File: config.mk
export PLATFORM = sky130hd
export DESIGN_NAME = eval_sequencer
export DESIGN_NICKNAME = d
export VERILOG_FILES = /design/src/rtl/eval_sequencer.sv
export SDC_FILE = /design/constraint.sdc
export NUM_CORES = 1
export LEC_CHECK = 0
export ABC_AREA = 1
export BUFFER_PORTS_ARGS = -buffer_cell sky130_fd_sc_hd__buf_2
export CAP_MARGIN = 20
export CORE_MARGIN = 1
export CORE_UTILIZATION = 27
export CTS_CLUSTER_DIAMETER = 120
export DETAILED_ROUTE_END_ITERATION = 8
export PLACE_DENSITY = 0.51
export SETUP_SLACK_MARGIN = 0.5
export SYNTH_ARGS = -nofsm -noshare
export SYNTH_HDL_FRONTEND = slang
export SYNTH_SLANG_ARGS = --single-unit
File: constraint.sdc
create_clock -name clk -period 5.89 [get_ports clk]
set_input_delay 0.589 -clock clk [delete_from_list [all_inputs] [get_ports clk]]
set_output_delay 0.589 -clock clk [all_outputs]
set_load 0.005 [all_outputs]
File: src/rtl/eval_sequencer.sv
// Reduction sequencer: pops operand b, operand a and an operator, evaluates, pushes the result.
// Define EVAL_DIV_EN to compile in the restoring divider; without it opcode 11 faults with code 3.
module eval_sequencer #(
    parameter int WIDTH = 16
) (
    input  logic             clk,
    input  logic             rst,
    input  logic             req,
    output logic             busy,
    output logic             done,
    output logic             err,
    output logic [1:0]       err_code,
    input  logic             opnd_empty,
    input  logic [WIDTH-1:0] opnd_dout,
    output logic             opnd_pop,
    output logic             opnd_push,
    output logic [WIDTH-1:0] opnd_din,
    input  logic             oper_empty,
    input  logic [1:0]       oper_dout,
    output logic             oper_pop,
    output logic [WIDTH-1:0] last_result
);

    typedef enum logic [3:0] {
        S_IDLE,
        S_POP_B,
        S_POP_A,
        S_POP_OP,
        S_EXEC,
`ifdef EVAL_DIV_EN
        S_DIV,
`endif
        S_PUSH,
        S_FIN,
        S_ERR
    } state_t;

    state_t           state_q, state_d;
    logic [WIDTH-1:0] a_q, a_d;
    logic [WIDTH-1:0] b_q, b_d;
    logic [1:0]       op_q, op_d;
    logic [WIDTH-1:0] r_q, r_d;
    logic [1:0]       err_code_q, err_code_d;
    logic [WIDTH-1:0] last_q, last_d;

`ifdef EVAL_DIV_EN
    localparam int CNT_W = $clog2(WIDTH) + 1;

    logic [WIDTH-1:0] rem_q, rem_d;
    logic [CNT_W-1:0] cnt_q, cnt_d;
    logic [WIDTH:0]   div_shift;
    logic [WIDTH:0]   div_diff;

    // a_q doubles as the dividend/quotient shift register during DIV.
    assign div_shift = {rem_q, a_q[WIDTH-1]};
    assign div_diff  = div_shift - {1'b0, b_q};
`endif

    always_ff @(posedge clk or posedge rst) begin
        if (rst) begin
            state_q    <= S_IDLE;
            a_q        <= '0;
            b_q        <= '0;
            op_q       <= 2'b00;
            r_q        <= '0;
            err_code_q <= 2'd0;
            last_q     <= '0;
`ifdef EVAL_DIV_EN
            rem_q      <= '0;
            cnt_q      <= '0;
`endif
        end else begin
            state_q    <= state_d;
            a_q        <= a_d;
            b_q        <= b_d;
            op_q       <= op_d;
            r_q        <= r_d;
            err_code_q <= err_code_d;
            last_q     <= last_d;
`ifdef EVAL_DIV_EN
            rem_q      <= rem_d;
            cnt_q      <= cnt_d;
`endif
        end
    end

    always_comb begin
        state_d    = state_q;
        a_d        = a_q;
        b_d        = b_q;
        op_d       = op_q;
        r_d        = r_q;
        err_code_d = err_code_q;
        last_d     = last_q;
`ifdef EVAL_DIV_EN
        rem_d      = rem_q;
        cnt_d      = cnt_q;
`endif
        busy       = (state_q != S_IDLE);
        done       = 1'b0;
        err        = 1'b0;
        opnd_pop   = 1'b0;
        opnd_push  = 1'b0;
        oper_pop   = 1'b0;

        case (state_q)
            S_IDLE: begin
                if (req) begin
                    err_code_d = 2'd0;
                    state_d    = S_POP_B;
                end
            end
            S_POP_B: begin
                if (opnd_empty) begin
                    err_code_d = 2'd1;
                    state_d    = S_ERR;
                end else begin
                    b_d      = opnd_dout;
                    opnd_pop = 1'b1;
                    state_d  = S_POP_A;
                end
            end
            S_POP_A: begin
                if (opnd_empty) begin
                    err_code_d = 2'd1;
                    state_d    = S_ERR;
                end else begin
                    a_d      = opnd_dout;
                    opnd_pop = 1'b1;
                    state_d  = S_POP_OP;
                end
            end
            S_POP_OP: begin
                if (oper_empty) begin
                    err_code_d = 2'd2;
                    state_d    = S_ERR;
                end else begin
                    op_d     = oper_dout;
                    oper_pop = 1'b1;
                    state_d  = S_EXEC;
                end
            end
            S_EXEC: begin
                case (op_q)
                    2'b00: begin r_d = a_q + b_q; state_d = S_PUSH; end
                    2'b01: begin r_d = a_q - b_q; state_d = S_PUSH; end
                    2'b10: begin r_d = a_q * b_q; state_d = S_PUSH; end
                    default: begin
`ifdef EVAL_DIV_EN
                        if (b_q == '0) begin
                            err_code_d = 2'd3;
                            state_d    = S_ERR;
                        end else begin
                            rem_d   = '0;
                            cnt_d   = '0;
                            state_d = S_DIV;
                        end
`else
                        err_code_d = 2'd3;
                        state_d    = S_ERR;
`endif
                    end
                endcase
            end
`ifdef EVAL_DIV_EN
            S_DIV: begin
                if (!div_diff[WIDTH]) begin
                    rem_d = div_diff[WIDTH-1:0];
                    a_d   = {a_q[WIDTH-2:0], 1'b1};
                end else begin
                    rem_d = div_shift[WIDTH-1:0];
                    a_d   = {a_q[WIDTH-2:0], 1'b0};
                end
                if (cnt_q == CNT_W'(WIDTH - 1)) begin
                    r_d     = a_d;
                    state_d = S_PUSH;
                end else begin
                    cnt_d = cnt_q + CNT_W'(1);
                end
            end
`endif
            S_PUSH: begin
                opnd_push = 1'b1;
                last_d    = r_q;
                state_d   = S_FIN;
            end
            S_FIN: begin
                done    = 1'b1;
                state_d = S_IDLE;
            end
            S_ERR: begin
                done    = 1'b1;
                err     = 1'b1;
                state_d = S_IDLE;
            end
            default: state_d = S_IDLE;
        endcase
    end

    assign err_code    = err_code_q;
    assign opnd_din    = r_q;
    assign last_result = last_q;

endmodule
==> out/metrics.csv <==
stage,metric,value,unit
logic_synthesis,synth.distinct_cells,45,
cells_and_area,nets,1445,
hold_path,hold_path.class,input port to register,
die,rows,64,
clock_network,numCtsBuffers,9,
outcome,outcome,completed,
logic_synthesis,yosysWarnings,0,
worst_setup_path,end_kind,register,
clock_network,worstSkewPairLatency,350,ps
detailed_routing,drt_wl_total,25100,µm
clock_network,cts_tree,done,
worst_setup_path,ff2ff_path_depth,22,
detailed_routing,drc_errors,0,
die,initial_core_util,27.4,%
clock_network,cts_sinks,71,
detailed_routing,drt-initial-drc-count,461,
die,core_area,0.0306,mm²
logic_synthesis,avgSynthCellArea,7.01,µm²
worst_setup_path,crit_buf_inv,6,
worst_setup_path,crit_family,adder cells,
cells_and_area,fin_cells,1675,
sta,setup_tns,0,ps
clock_network,cts_hold_buf,0,
logic_synthesis,yosys.area.top_type,dfrtp_1,
worst_setup_path,rrSetupSlack,730,ps
clock_network,cts_max_level,3,
logic_synthesis,async_reset_ff_share,100,%
worst_setup_path,arrival,5410,ps
logic_synthesis,synth_top_area_share,21.2,%
worst_setup_path,crit_top_cell,fa_1,
sta,fmax,0.194,GHz
cells_and_area,area_growth,17.4,%
sta,period_needed,5160,ps
logic_synthesis,synth_cells,1197,
sta,rsz0062_at_grt,yes,
die,io_pins,63,
cells_and_area,antenna_cells,0,
job,cap_violations,0,
sta,setup_viol,0,
worst_setup_path,cp-startpoint,b_q[2]$_DFFE_PP0P_,
worst_setup_path,slowest_stage,fa_1,
placement,placed_cell_area,0.00917,mm²
logic_synthesis,yosysSeqAreaShare,21.2,%
placement,gp_congestion,0.892,
global_routing,grt_pass1_vias,7066,
sta,drv_slew,0,
worst_setup_path,worstSetupEndpoint,opnd_din[15]$_DFFE_PP0P_,
detailed_routing,vias,7379,
logic_synthesis,syn-num-nets,1367,
logic_synthesis,synthFlopType,dfrtp_1,
detailed_routing,route.antenna.remaining_nets,0,
cells_and_area,drive_above_1_share,14.2,%
sta,slew_headroom,35.3,%
die,dieHeight,178,µm
die,dieArea,0.0318,mm²
worst_setup_path,worstReg2RegStart,b_q[2]$_DFFE_PP0P_,
clock_network,root_buffer,clkbuf_16,
placement,dp_hpwl,19800,µm
sta,finalHoldViolCount,0,
worst_setup_path,crit_chain,nand2_1 -> inv_1 -> fa_1 -> inv_1 -> fa_1 -> inv_1 -> fa_1 -> fa_1 -> inv_1 -> fa_1 -> fa_1 -> inv_2 -> ha_4 -> nand4_1 -> nor4_2 -> nor2_2 -> inv_1 -> nand2_1 -> nand3_1 -> nand2_1 -> nand2_1 -> nand2_1,
sta,fin_skew,8.03,ps
worst_setup_path,worst-path-stages,22,
global_routing,grt_max_degree,72,
sta,tightest_slew,970,ps
placement,io_buffers,62,
logic_synthesis,synth_area_leaders,"dfrtp_1, fa_1, nand2_1",
logic_synthesis,synth-edff-count,0,
clock_network,cts.path.max_buffers,2,
detailed_routing,first_pass_iters,5,
global_routing,antenna_found_initial,0,
cells_and_area,nFillCells,3378,
logic_synthesis,netlist_area,0.00839,mm²
worst_setup_path,worstSetupStartpointType,register,
worst_setup_path,cp_slowest_stage_delay,540,ps
global_routing,grt_pass1_wl,38800,µm
worst_setup_path,cp.required,6140,ps
sta,fin_crit_sh,87.6,%
worst_setup_path,r2r_end,opnd_din[15]$_DFFE_PP0P_,
worst_setup_path,critPathMaxFanout,10,
placement,dp.cells,1637,
clock_network,clk_pin_slew,60,ps
worst_setup_path,path_class,register to register,
logic_synthesis,yosys-top-cells-count,"nand2_1, inv_1, fa_1",
die,die_x,178,µm
logic_synthesis,yosysMostFrequentCell,nand2_1,
detailed_routing,wl_per_cell,15.0,µm
detailed_routing,avgViaCountPerCell,4.41,
global_routing,grt_usage,16.2,%
logic_synthesis,ys_ff_latch,71,
cells_and_area,finalInstanceArea,0.00985,mm²
global_routing,overflow,0,
## layer usage
metal | track usage (%) | up-vias | routed length, µm
li1 | - | 3712 | -
met1 | 23.7 | 3483 | 12600
met2 | 24.7 | 159 | 10900
met3 | 2.77 | 25 | 1090
met4 | 3.85 | 0 | 455
met5 | 0 | - | 0
## timing repair
| action | CTS | global route |
|---|---|---|
| gates resized for setup | 4 | 49 |
| endpoints found under the hold margin | 0 | 0 |
| pin swaps | 0 | 26 |
| setup buffers | 0 | 23 |
| setup endpoints to repair | 2 | 6 |
## tightest hold or removal path, cell delays in order
cell,delay [ps]
buf_2,80
nand2_1,40
o21ai_0,60
## sequential cells by signal (all words and copies together), names as in the netlist
signal       count
op_q             2
b_q             16
opnd_din        16
a_q             16
state_q          3
err_code         2
last_result     16
## cells by family (layout without fill, tap and decap cells)
kind of cell               after synthesis  after routing  share of synthesized area, %
AOI/OAI and AO/OA                      121            121                          7.89
xor gates and xnor gates                18             18                          1.88
adders and majority gates              147            147                          29.2
buffers and inverters                  339            421                          15.9
DFF                                     71             71                          21.2
and+or+nand+nor                        501            501                          24.0
## per-stage QoR
step | hold slack (ps) | worst slack, ps | util, %
6_report | 454 | 732 | 32.2
3_5_place_dp | 454 | 440 | 30.0
2_1_floorplan | 465 | 818 | -
3_3_place_gp | 451 | 428 | 30.0
5_1_grt | 471 | 476 | 32.2
4_1_cts | 455 | 500 | 30.9
## layout make-up
type	instances	area, µm²	area share (%)
inverter	296	1110	11.3
clock buffer	12	267	2.70
sequential	71	1800	18.3
multi-input combinational	787	5440	55.2
timing repair buffer	110	723	7.34
tap	396	495	5.03
clock inverter	3	17.5	0.178
## cells in the final DEF, fill, tap and decap left out, types with 6 or more instances in the layout
cell,n
inv_1,289
dfrtp_1,53
nand2_1,377
nand3_1,47
xor2_1,13
o21ai_1,6
nor2_1,42
nand4_1,6
clkbuf_16,9
dfrtp_2,18
nor3_1,6
fa_1,81
ha_1,58
buf_2,62
a21oi_1,34
o21ai_0,60
nor2_2,7
ha_4,8
buf_4,41
nand2_2,6
## worst min path at each step
stage,startpoint,end,slack (ps),cells past startpoint
finish,oper_dout[1],op_q[1]$_DFFE_PP0P_,450,3
global route,oper_dout[0],op_q[0]$_DFFE_PP0P_,470,3
CTS,oper_dout[1],op_q[1]$_DFFE_PP0P_,460,3
detailed placement,last_result[15]$_DFFE_PP0P_,last_result[15]$_DFFE_PP0P_,450,2
global placement,last_result[1]$_DFFE_PP0P_,last_result[1]$_DFFE_PP0P_,450,2
floorplan,last_result[12]$_DFFE_PP0P_,last_result[12]$_DFFE_PP0P_,470,2
Power is left out: the tool's default activity adds up to more than one toggle a clock period on the data nets, which glitch-free logic cannot reach.
